<file path="config.mk">
export PLATFORM = sky130hd
export DESIGN_NAME = midi_disp_fmt
export DESIGN_NICKNAME = d
export VERILOG_FILES = /design/src/rtl/midi_pkg.sv /design/src/rtl/midi_disp_fmt.sv
export SDC_FILE = /design/constraint.sdc
export NUM_CORES = 1
export LEC_CHECK = 0
export CAP_MARGIN = 15
export CORE_MARGIN = 3
export CORE_UTILIZATION = 55
export CTS_BUF_LIST = sky130_fd_sc_hd__clkbuf_2
export CTS_CLUSTER_SIZE = 10
export DETAILED_ROUTE_END_ITERATION = 10
export DONT_BUFFER_PORTS = 1
export PLACE_DENSITY = 0.76
export SLEW_MARGIN = 20
export SYNTH_ARGS = -nofsm -noshare
export SYNTH_HDL_FRONTEND = slang
export SYNTH_SLANG_ARGS = --single-unit
</file>
<file path="constraint.sdc">
create_clock -name clk -period 3.1 [get_ports clk]
set_input_delay 0.31 -clock clk [delete_from_list [all_inputs] [get_ports clk]]
set_output_delay 0.31 -clock clk [all_outputs]
set_load 0.1 [all_outputs]
</file>
<file path="src/rtl/midi_pkg.sv">
// Shared MIDI constants, parser state and byte classification helpers.
package midi_pkg;

  // Channel-voice status high nibbles
  localparam logic [3:0] NOTE_OFF         = 4'h8;
  localparam logic [3:0] NOTE_ON          = 4'h9;
  localparam logic [3:0] POLY_PRESSURE    = 4'hA;
  localparam logic [3:0] CONTROL_CHANGE   = 4'hB;
  localparam logic [3:0] PROGRAM_CHANGE   = 4'hC;
  localparam logic [3:0] CHANNEL_PRESSURE = 4'hD;
  localparam logic [3:0] PITCH_BEND       = 4'hE;

  // System message ranges
  localparam logic [7:0] SYS_COMMON_BASE  = 8'hF0;
  localparam logic [7:0] REALTIME_BASE    = 8'hF8;

  // Digit strobe patterns for a completed message
  localparam logic [5:0] VALID_TWO_DATA   = 6'b111111;
  localparam logic [5:0] VALID_ONE_DATA   = 6'b111100;

  typedef enum logic [1:0] {
    IDLE    = 2'd0,
    WAIT_D1 = 2'd1,
    WAIT_D2 = 2'd2
  } parse_state_e;

  typedef enum logic [1:0] {
    BC_DATA     = 2'd0,
    BC_STATUS   = 2'd1,
    BC_SYS_COMM = 2'd2,
    BC_REALTIME = 2'd3
  } byte_class_e;

  // Number of data bytes that follow a channel status with this high nibble
  function automatic logic [1:0] data_len(input logic [3:0] status_hi);
    if (status_hi == PROGRAM_CHANGE || status_hi == CHANNEL_PRESSURE)
      return 2'd1;
    return 2'd2;
  endfunction

  // Sort a received byte into data / channel status / system common / real-time
  function automatic byte_class_e classify(input logic [7:0] b);
    if (!b[7])                  return BC_DATA;
    if (b >= REALTIME_BASE)     return BC_REALTIME;
    if (b >= SYS_COMMON_BASE)   return BC_SYS_COMM;
    return BC_STATUS;
  endfunction

endpackage

</file>
<file path="src/rtl/midi_disp_fmt.sv">
// MIDI channel-voice parser feeding six hex digit displays.
// Tracks running status, ignores real-time bytes, and presents each completed
// message as status/data1/data2 nibbles with one-cycle per-digit update strobes.
module midi_disp_fmt
  import midi_pkg::*;
#(
  parameter bit         CHANNEL_FILTER_EN = 1'b0,
  parameter logic [3:0] CHANNEL           = 4'h0
) (
  input  logic        clk,
  input  logic        reset,
  input  logic [7:0]  byte_in,
  input  logic        byte_valid_in,
  output logic [23:0] digits_out,
  output logic [5:0]  digit_valid_out,
  output logic [15:0] msg_count_out,
  output logic        err_out
);

  parse_state_e state;
  logic [7:0]   status_q;
  logic [6:0]   data1_q;
  logic         run_q;      // running status is valid

  byte_class_e  cls;
  logic         one_data;   // latched status carries a single data byte
  logic         chan_ok;

  logic         done;       // a message completes with this byte
  logic         done_two;   // ...and it is a two-data-byte message
  logic         drop;       // data byte with nothing to attach to
  logic [6:0]   msg_d1;
  logic [6:0]   msg_d2;

  assign cls      = classify(byte_in);
  assign one_data = (data_len(status_q[7:4]) == 2'd1);
  assign chan_ok  = !CHANNEL_FILTER_EN || (status_q[3:0] == CHANNEL);

  // Decide whether the incoming data byte completes a message or is dropped
  always_comb begin
    done     = 1'b0;
    done_two = 1'b0;
    drop     = 1'b0;
    msg_d1   = data1_q;
    msg_d2   = byte_in[6:0];
    if (byte_valid_in && cls == BC_DATA) begin
      unique case (state)
        IDLE: begin
          if (!run_q) begin
            drop = 1'b1;
          end else if (one_data) begin
            done   = 1'b1;
            msg_d1 = byte_in[6:0];
          end
        end
        WAIT_D1: begin
          if (one_data) begin
            done   = 1'b1;
            msg_d1 = byte_in[6:0];
          end
        end
        WAIT_D2: begin
          done     = 1'b1;
          done_two = 1'b1;
        end
        default: ;
      endcase
    end
  end

  // Parser FSM: status latch, running status and first data byte
  always_ff @(posedge clk or posedge reset) begin
    if (reset) begin
      state    <= IDLE;
      status_q <= 8'h00;
      data1_q  <= 7'h00;
      run_q    <= 1'b0;
    end else if (byte_valid_in) begin
      unique case (cls)
        BC_STATUS: begin
          status_q <= byte_in;
          run_q    <= 1'b1;
          state    <= WAIT_D1;
        end
        BC_SYS_COMM: begin
          run_q <= 1'b0;
          state <= IDLE;
        end
        BC_REALTIME: ;
        BC_DATA: begin
          unique case (state)
            IDLE, WAIT_D1: begin
              // IDLE with no running status is a drop; state stays IDLE
              if ((state == WAIT_D1 || run_q) && !one_data) begin
                data1_q <= byte_in[6:0];
                state   <= WAIT_D2;
              end else begin
                state <= IDLE;
              end
            end
            WAIT_D2: state <= IDLE;
            default: state <= IDLE;
          endcase
        end
        default: ;
      endcase
    end
  end

  // Registered display outputs, strobes, message counter and error pulse
  always_ff @(posedge clk or posedge reset) begin
    if (reset) begin
      digits_out      <= 24'h000000;
      digit_valid_out <= 6'b000000;
      msg_count_out   <= 16'h0000;
      err_out         <= 1'b0;
    end else begin
      digit_valid_out <= 6'b000000;
      err_out         <= drop;
      if (done && chan_ok) begin
        digits_out[23:8] <= {status_q, 1'b0, msg_d1};
        if (done_two) begin
          digits_out[7:0] <= {1'b0, msg_d2};
          digit_valid_out <= VALID_TWO_DATA;
        end else begin
          digit_valid_out <= VALID_ONE_DATA;
        end
        msg_count_out <= msg_count_out + 16'd1;
      end
    end
  end

endmodule
</file>
=== After elaboration in Yosys (flattened, before gate mapping) ===
Index checks and enable logic that the tools add are counted.

* Order comparisons: 2
* Add/subtract/negate cells: 1
* Reductions and logical operators: 15
* Eq/ne operators: 7
* Multiplexer cells: 33

{| class="wikitable"
|+ Operator list
! cell !! count
|-
| $mux 2 || 11
|-
| $mux 7 || 3
|-
| $add 16x1->16 const B || 1
|-
| $ge 8x8->1 const B || 2
|-
| $mux 1 || 14
|-
| $pmux 7 s2 || 1
|-
| $eq 4x4->1 const B || 2
|-
| $reduce_and 2->1 || 4
|-
| $eq 2x1->1 const B || 3
|-
| $mux 6 || 1
|-
| $pmux 2 s3 || 1
|-
| $eq 2x2->1 const B || 2
|-
| $logic_not 2->1 || 2
|-
| $reduce_and 4->1 || 1
|-
| $pmux 1 s3 || 1
|-
| $reduce_bool 3->1 || 1
|-
| $logic_and 1x1->1 || 2
|-
| $logic_or 1x1->1 || 2
|-
| $pmux 1 s2 || 1
|-
| $reduce_bool 2->1 || 1
|-
| $reduce_or 2->1 || 1
|-
| $logic_not 1->1 || 1
|}

* Word-level logic and storage cells: 67
* Output and inout bits: 47
* Bits in registers: 63
* Bits of input ports: 11

=== Longest topological paths before layout ===
Gate-level depths: netlist of the first run.

* Depth after elaboration: 13
* Depth in mapped cells: 8
* Gate-level depth less buffers: 6

=== Least setup slack after synthesis of the first run ===
Ideal clock, no wire load.

* Kind: reg2reg
* Start: reg msg_count_out[2]
* End: reg msg_count_out[13]
* Setup time: 162 ps
* Stages on the path, launching flop included: 5
* Period minus slack after synthesis: 2191 ps
* Slack: 909 ps
* Data arrival time: 2029 ps
* Path buffers: 0
* Required time: 2938 ps
* Path through: dfrtp_1 > nand3_1 > nor3_1 > nor4b_1 > xor2_1

* Cells in the longest elaborated chain, start to end: 1

{| class="wikitable"
|+ RTL lines
! element !! line !! source
|-
| from (decl) || midi_disp_fmt.sv:16 || <nowiki>output logic [15:0] msg_count_out,</nowiki>
|-
| from (signal assigned) || midi_disp_fmt.sv:128 || <nowiki>msg_count_out <= msg_count_out + 16'd1;</nowiki>
|-
| $add 16x1->16 || midi_disp_fmt.sv:128 ||
|}

No other way between the ends.
A chain may end at the register's enable or synchronous reset.

=== Final worst setup path of the first run ===
* Start: reg state[0]
* End: reg msg_count_out[6]

* Cells in the longest elaborated chain, start to end: 3
* Elaborated cells on any way between the ends: 5
* Those cells by class: 2 x eq/ne; 2 x mux; 1 x reduce/logical

{| class="wikitable"
|+ RTL lines
! element !! line !! source
|-
| from (decl) || midi_disp_fmt.sv:20 || <nowiki>parse_state_e state;</nowiki>
|-
| from (signal assigned) || midi_disp_fmt.sv:74 || <nowiki>state <= IDLE;</nowiki>
|-
| from (signal assigned) || midi_disp_fmt.sv:83 || <nowiki>state <= WAIT_D1;</nowiki>
|-
| from (signal assigned) || midi_disp_fmt.sv:87 || <nowiki>state <= IDLE;</nowiki>
|-
| $eq 2x2->1 (tied with other cells) || midi_disp_fmt.sv:47 || <nowiki>unique case (state)</nowiki>
|-
| $pmux 1 s3 * || midi_disp_fmt.sv:47 ||
|-
| $mux 1 * || midi_disp_fmt.sv:46 || <nowiki>if (byte_valid_in && cls == BC_DATA) begin</nowiki>
|}

Mark *: on every way between the ends. The rest lies on a longest branch, timed or not.

==> flow_metrics.env, run 1 <==
export IMPL_vias_per_cell=5.77
export IMPL_vias=1783
export IMPL_fin_skew_ps=12.5
export IMPL_overflow=0
export IMPL_cts_htree_levels=3
export IMPL_dp_hpwl_um=3700
export IMPL_finalNetCount=267
export IMPL_antennaDiodeCount=0
export IMPL_avgRoutedWirePerCell_um=17.4
export IMPL_final_common_cell="nand2_1"
export IMPL_antenna_found_initial=0
export IMPL_synth_area_per_cell_um2=10.9
export IMPL_post_cts_resized=0
export IMPL_place_ws_ps=1070
export IMPL_worstRegToRegCells=6
export IMPL_dieArea_mm2=0.00538
export IMPL_nFillCells=334
export IMPL_synthTopCellsByArea="dfrtp_1, nand2_1, mux2_2"
export IMPL_syn_cell_area_mm2=0.00250
export IMPL_hold_viol_final=0
export IMPL_status="finished clean"
export IMPL_drt_wl_total_um=5370
export IMPL_grt_max_degree=31
export IMPL_hp_class="in2reg"
export IMPL_track_usage=0.230
export IMPL_core_mm2=0.00417
export IMPL_crit_type="reg2reg"
export IMPL_async_flop_share=1.00
export IMPL_antenna_left=0
export IMPL_yosysSeqAreaShare=0.591
export IMPL_max_cap_violations=0
export IMPL_holdPathEnd="digits_out[9]$_DFFE_PP0P_"
export IMPL_synth_top_area_frac=0.591
export IMPL_clk_latency_ps=450
export IMPL_max_slew_margin=0.272
export IMPL_crit_path_end_kind="flop"
export IMPL_synth_flop_cell="dfrtp_1"
export IMPL_timing_rr_end="msg_count_out[6]$_DFFE_PP0P_"
export IMPL_die_y_um=73.4
export IMPL_crit_slowest_cell="nand4bb_1"
export IMPL_row_count=23
export IMPL_die_width_um=73.4
export IMPL_hold_buffers=9
export IMPL_drc=0
export IMPL_fin_crit_sh=0.671
export IMPL_cts_path_max_buffers=2
export IMPL_drive_gt1_frac=0.208
export IMPL_fmax_ghz=0.480
export IMPL_crit_path_max_fanout=24
export IMPL_start_util=0.598
export IMPL_yosysTopAreaCell="dfrtp_1"
export IMPL_grt_pass1_vias=1809
export IMPL_cp_arrival_ps=2410
export IMPL_final_cell_mix="nand2_1, dfrtp_1, buf_4, clkbuf_2, nor2_1"
export IMPL_clock_sinks=59
export IMPL_setup_viol=0
export IMPL_fin_setup_tns_ps=0
export IMPL_yosys_cell_types_count=38
export IMPL_cpPeakStageDelay_ps=460
export IMPL_regToRegSetupSlack_ps=1020
export IMPL_worst_pin_slew_ps=1100
export IMPL_min_path_cells=2
export IMPL_post_route_min_period_ps=2080
export IMPL_clkTransAtPathRegs_ps=150
export IMPL_area_growth_syn_to_layout_pct=11.9
export IMPL_cp_start_kind="flop"
export IMPL_cts_tree="built"
export IMPL_required_ps=3430
export IMPL_dr_first_iter_drc_count=122
export IMPL_ys_seq_elements=59
export IMPL_cts_buffers=9
export IMPL_slew_violations=0
export IMPL_dp_cells=284
export IMPL_setup_ws_ps=1020
export IMPL_gp_congestion=0.824
export IMPL_clockRootBuffer="clkbuf_2"
export IMPL_synth_edf_count=0
export IMPL_synth_cells=228
export IMPL_r2r_start="state[0]$_DFFE_PP0P_"
export IMPL_io_buffers=0
export IMPL_rsz0062_at_grt="false"
export IMPL_worstPathCellList="nand4bb_1 > inv_4 > a31oi_4 > buf_4 > or3b_1 > xnor2_1"
export IMPL_stdcell_count=309
export IMPL_yosys_warnings=0
export IMPL_hold_start="byte_in[1]"
export IMPL_grt_pass1_wl_um=9110
export IMPL_firstDrtPassIters=4
export IMPL_num_io_pins=58
export IMPL_postCtsSetupBuffers=0
metal layers:
| metal | up-vias | part of all wire | GRT usage |
|---|---|---|---|
| met5 | - | 0 | 0 |
| met4 | 0 | 0.021 | 0.129 |
| met3 | 10 | 0.070 | 0.0725 |
| met2 | 63 | 0.45 | 0.326 |
| met1 | 882 | 0.45 | 0.314 |
| li1 | 828 | - | - |
layout make-up:
class,count,area (um^2),share of cell area
Clock buffer,15,75.1,0.0269
Timing Repair Buffer,28,235,0.0842
Tap cell,50,62.6,0.0224
Inverter,5,21.3,0.00762
Multi-Input combinational cell,152,917,0.328
Sequential cell,59,1480,0.530
registers in the layout, indices dropped and copies added (netlist names):
signal and count:
digits_out 22, msg_count_out 16, status_q 8, data1_q 7, digit_valid_out 2, state 2
err_out 1, run_q 1
through the flow:
stage	utilization	cell area (um^2)	hold WS [ps]
2_1_floorplan	-	2500	415
3_3_place_gp	0.627	2620	316
3_5_place_dp	0.627	2620	326
4_1_cts	0.667	2780	3.26
5_1_grt	0.669	2790	12.6
6_report	0.669	2790	41.8
kinds of logic after synthesis:
group           count (synthesis)  synth area share
compound gates                 16            0.0521
mux                            13            0.0576
fa+ha+maj                       1           0.00501
buf+inv                        18            0.0426
other cells                     1           0.00150
xor+xnor                       15            0.0526
simple gates                  105             0.197
flops                          59             0.591
synthesized netlist by cell type (2+ instances only):
master and count:
a221oi_1 4, buf_2 2, or2_2 2, nand2_1 59, buf_4 9, o22a_1 3
xor2_1 5, nand3_1 5, nor4b_1 2, xnor2_1 10, clkbuf_1 2, o21ai_0 5
nand4_1 9, nor4_1 2, nor2_1 13, mux2i_1 2, dfrtp_1 59, nor3_1 3
inv_1 3, mux2_2 11
critical path: cells and delay by family, from the launching register on:
family	cells	cell delay (ps)
and+or+nand+nor	2	860
AOI/OAI and AO/OA	1	50
xor gates and xnor gates	1	130
buffers and inverters	2	500
DFF	1	430
how the worst max path moves through the flow:
stage                                       startpoint                             to  slack [ps]  cells after the start
final                             state[0]$_DFFE_PP0P_   msg_count_out[6]$_DFFE_PP0P_        1020                      6
after global routing              state[0]$_DFFE_PP0P_   msg_count_out[7]$_DFFE_PP0P_         880                      6
after CTS                         state[0]$_DFFE_PP0P_   msg_count_out[6]$_DFFE_PP0P_        1050                      6
after detailed placement          state[0]$_DFFE_PP0P_   msg_count_out[6]$_DFFE_PP0P_        1070                      6
after global placement            state[0]$_DFFE_PP0P_   msg_count_out[6]$_DFFE_PP0P_        1140                      6
after floorplan           msg_count_out[2]$_DFFE_PP0P_  msg_count_out[13]$_DFFE_PP0P_         910                      4
Power of run 1 is not shown: default switching activity piles up to over one toggle a cycle in this logic, so the estimate is an artifact.
==> run 2: changes to the inputs <==
Settings changed: PLACE_DENSITY 0.76 to 0.79.
Clock period 3.1 ns to 1.7 ns, I/O delays scaled along.
==> flow_metrics.env, run 2 (synthesis results as in run 1) <==
export IMPL_finalNetCount=303
export IMPL_regMostFlops="digits_out"
export IMPL_hp_class="in2reg"
export IMPL_max_slew_margin=0.640
export IMPL_reg_top3="digits_out: 22 flops, msg_count_out: 16 flops, status_q: 8 flops"
export IMPL_post_route_min_period_ps=1620
export IMPL_cts_htree_levels=3
export IMPL_setup_ws_ps=75.1
export IMPL_overflow=0
export IMPL_drt_wl_total_um=5750
export IMPL_antenna_left=0
export IMPL_start_util=0.598
export IMPL_grt_max_degree=31
export IMPL_worst_pin_slew_ps=536
export IMPL_final_util=0.760
export IMPL_clock_sinks=59
export IMPL_setup_viol=0
export IMPL_slew_violations=0
export IMPL_drc=0
export IMPL_cpPeakStageDelay_ps=440
export IMPL_cts_buffers=9
export IMPL_wl_met2_um=2770
export IMPL_final_common_cell="nand2_1"
export IMPL_met3_length_um=455
export IMPL_min_path_cells=4
export IMPL_seqCellArea_mm2=0.00150
export IMPL_fin_setup_tns_ps=0
export IMPL_vias_per_cell=5.58
export IMPL_fmax_ghz=0.615
export IMPL_die_width_um=73.4
export IMPL_firstDrtPassIters=4
export IMPL_antennaDiodeCount=0
export IMPL_row_count=23
export IMPL_required_ps=2090
export IMPL_cp_start_kind="flop"
export IMPL_fin_skew_ps=24.4
export IMPL_crit_path_max_fanout=7
export IMPL_place_ws_ps=23.3
export IMPL_power_total_w=0.00619
export IMPL_timing_rr_end="digits_out[11]$_DFFE_PP0P_"
export IMPL_multiInputGateArea_um2=957
export IMPL_core_mm2=0.00417
export IMPL_r2r_start="state[1]$_DFFE_PP0P_"
export IMPL_avgRoutedWirePerCell_um=16.6
export IMPL_hold_viol_final=0
export IMPL_nFillCells=255
export IMPL_clockRootBuffer="clkbuf_2"
export IMPL_area_growth_syn_to_layout_pct=27.0
export IMPL_m1WireLength_um=2410
export IMPL_dieArea_mm2=0.00538
export IMPL_max_cap_violations=0
export IMPL_critPathBufInv=1
export IMPL_status="finished clean"
export IMPL_fin_crit_sh=0.956
export IMPL_cp_arrival_ps=2020
export IMPL_leakage_nw=1.52
export IMPL_holdPathEnd="state[1]$_DFFE_PP0P_"
export IMPL_clkTransAtPathRegs_ps=170
export IMPL_hold_start="byte_in[5]"
export IMPL_vias=1930
export IMPL_cts_tree="built"
export IMPL_crit_slowest_cell="dfrtp_1"
export IMPL_cts_path_max_buffers=2
export IMPL_crit_type="reg2reg"
export IMPL_grt_pass1_vias=1871
export IMPL_drive_gt1_frac=0.358
export IMPL_crit_family="simple AND/OR/NAND/NOR gates"
export IMPL_clk_latency_ps=480
export IMPL_antenna_found_initial=0
export IMPL_num_io_pins=58
export IMPL_regToRegSetupSlack_ps=80
export IMPL_routed_top_layer="met4"
export IMPL_largest_register_ffs=22
export IMPL_dr_first_iter_drc_count=148
export IMPL_dp_hpwl_um=3860
export IMPL_track_usage=0.236
export IMPL_rsz0062_at_grt="true"
export IMPL_gp_congestion=0.915
export IMPL_worstPathCellList="nor3b_4 > buf_4 > nand3_2 > a221oi_1 > nor2_1"
export IMPL_io_buffers=0
export IMPL_grt_pass1_wl_um=9450
export IMPL_worstRegToRegCells=5
export IMPL_die_y_um=73.4
export IMPL_final_cell_mix="nand2_1, buf_4, dfrtp_1, dfrtp_2, nor2_1"
export IMPL_p_per_area_mw_per_mm2=1950
export IMPL_irDropWorstVdd_mv=1.20
export IMPL_crit_path_end_kind="flop"
==> run 2: per-layer routing <==
layer,up-vias,GRT usage
met5,-,0
met4,0,0.111
met3,12,0.0684
met2,85,0.359
met1,930,0.314
li1,903,-
==> run 2: timing repair <==
item                                   4_1_cts  5_1_grt
setup endpoints to repair                    4       20
buffers inserted                             0        1
cloned                                       0        1
resized for setup                            1        3
pin swaps                                    0        0
endpoints found under the hold margin       91        0
hold buffers                                10        0
==> run 2: layout make-up <==
class | count | share of cell area
Multi-Input combinational cell | 153 | 0.302
Clock inverter | 7 | 0.0186
Clock buffer | 9 | 0.0142
Sequential cell | 59 | 0.473
Tap cell | 50 | 0.0197
Timing Repair Buffer | 63 | 0.165
Inverter | 5 | 0.00750
==> run 2: tightest hold or removal path, stage by stage <==
cell,delay [ps]
nand3_1,60
o21ai_0,140
nand2_1,100
nand2_1,50
==> run 2: worst max path at each step <==
stage / cells after the start / slack, ps / start / end
after floorplan: 1 / -50 / reset / msg_count_out[0]$_DFFE_PP0P_
after global placement: 5 / 80 / run_q$_DFFE_PP0P_ / msg_count_out[11]$_DFFE_PP0P_
after detailed placement: 5 / 20 / run_q$_DFFE_PP0P_ / msg_count_out[11]$_DFFE_PP0P_
after CTS: 5 / 5 / state[1]$_DFFE_PP0P_ / digits_out[11]$_DFFE_PP0P_
after global routing: 4 / -30 / status_q[5]$_DFFE_PP0P_ / msg_count_out[9]$_DFFE_PP0P_
final: 5 / 80 / state[1]$_DFFE_PP0P_ / digits_out[11]$_DFFE_PP0P_
==> run 2: where the power goes <==
part           switching [W]  leakage (nW)  total (W)  internal, W
sequential          0.000204         0.713    0.00199      0.00179
clock               0.000490        0.0642   0.000810     0.000320
combinational        0.00273         0.747    0.00338     0.000655
total                0.00342          1.52    0.00619      0.00276
==> run 2: stage by stage <==
step / area, um^2 / hold WS (ps) / instances
6_report: 3170 / 60.8 / 346
4_1_cts: 3130 / 22.5 / 344
2_1_floorplan: 2530 / 275 / 229
3_5_place_dp: 2930 / 56.2 / 318
5_1_grt: 3170 / 78.5 / 346
3_3_place_gp: 2930 / 52.5 / 318
No activity file was read; power rests on OpenSTA's default activity.
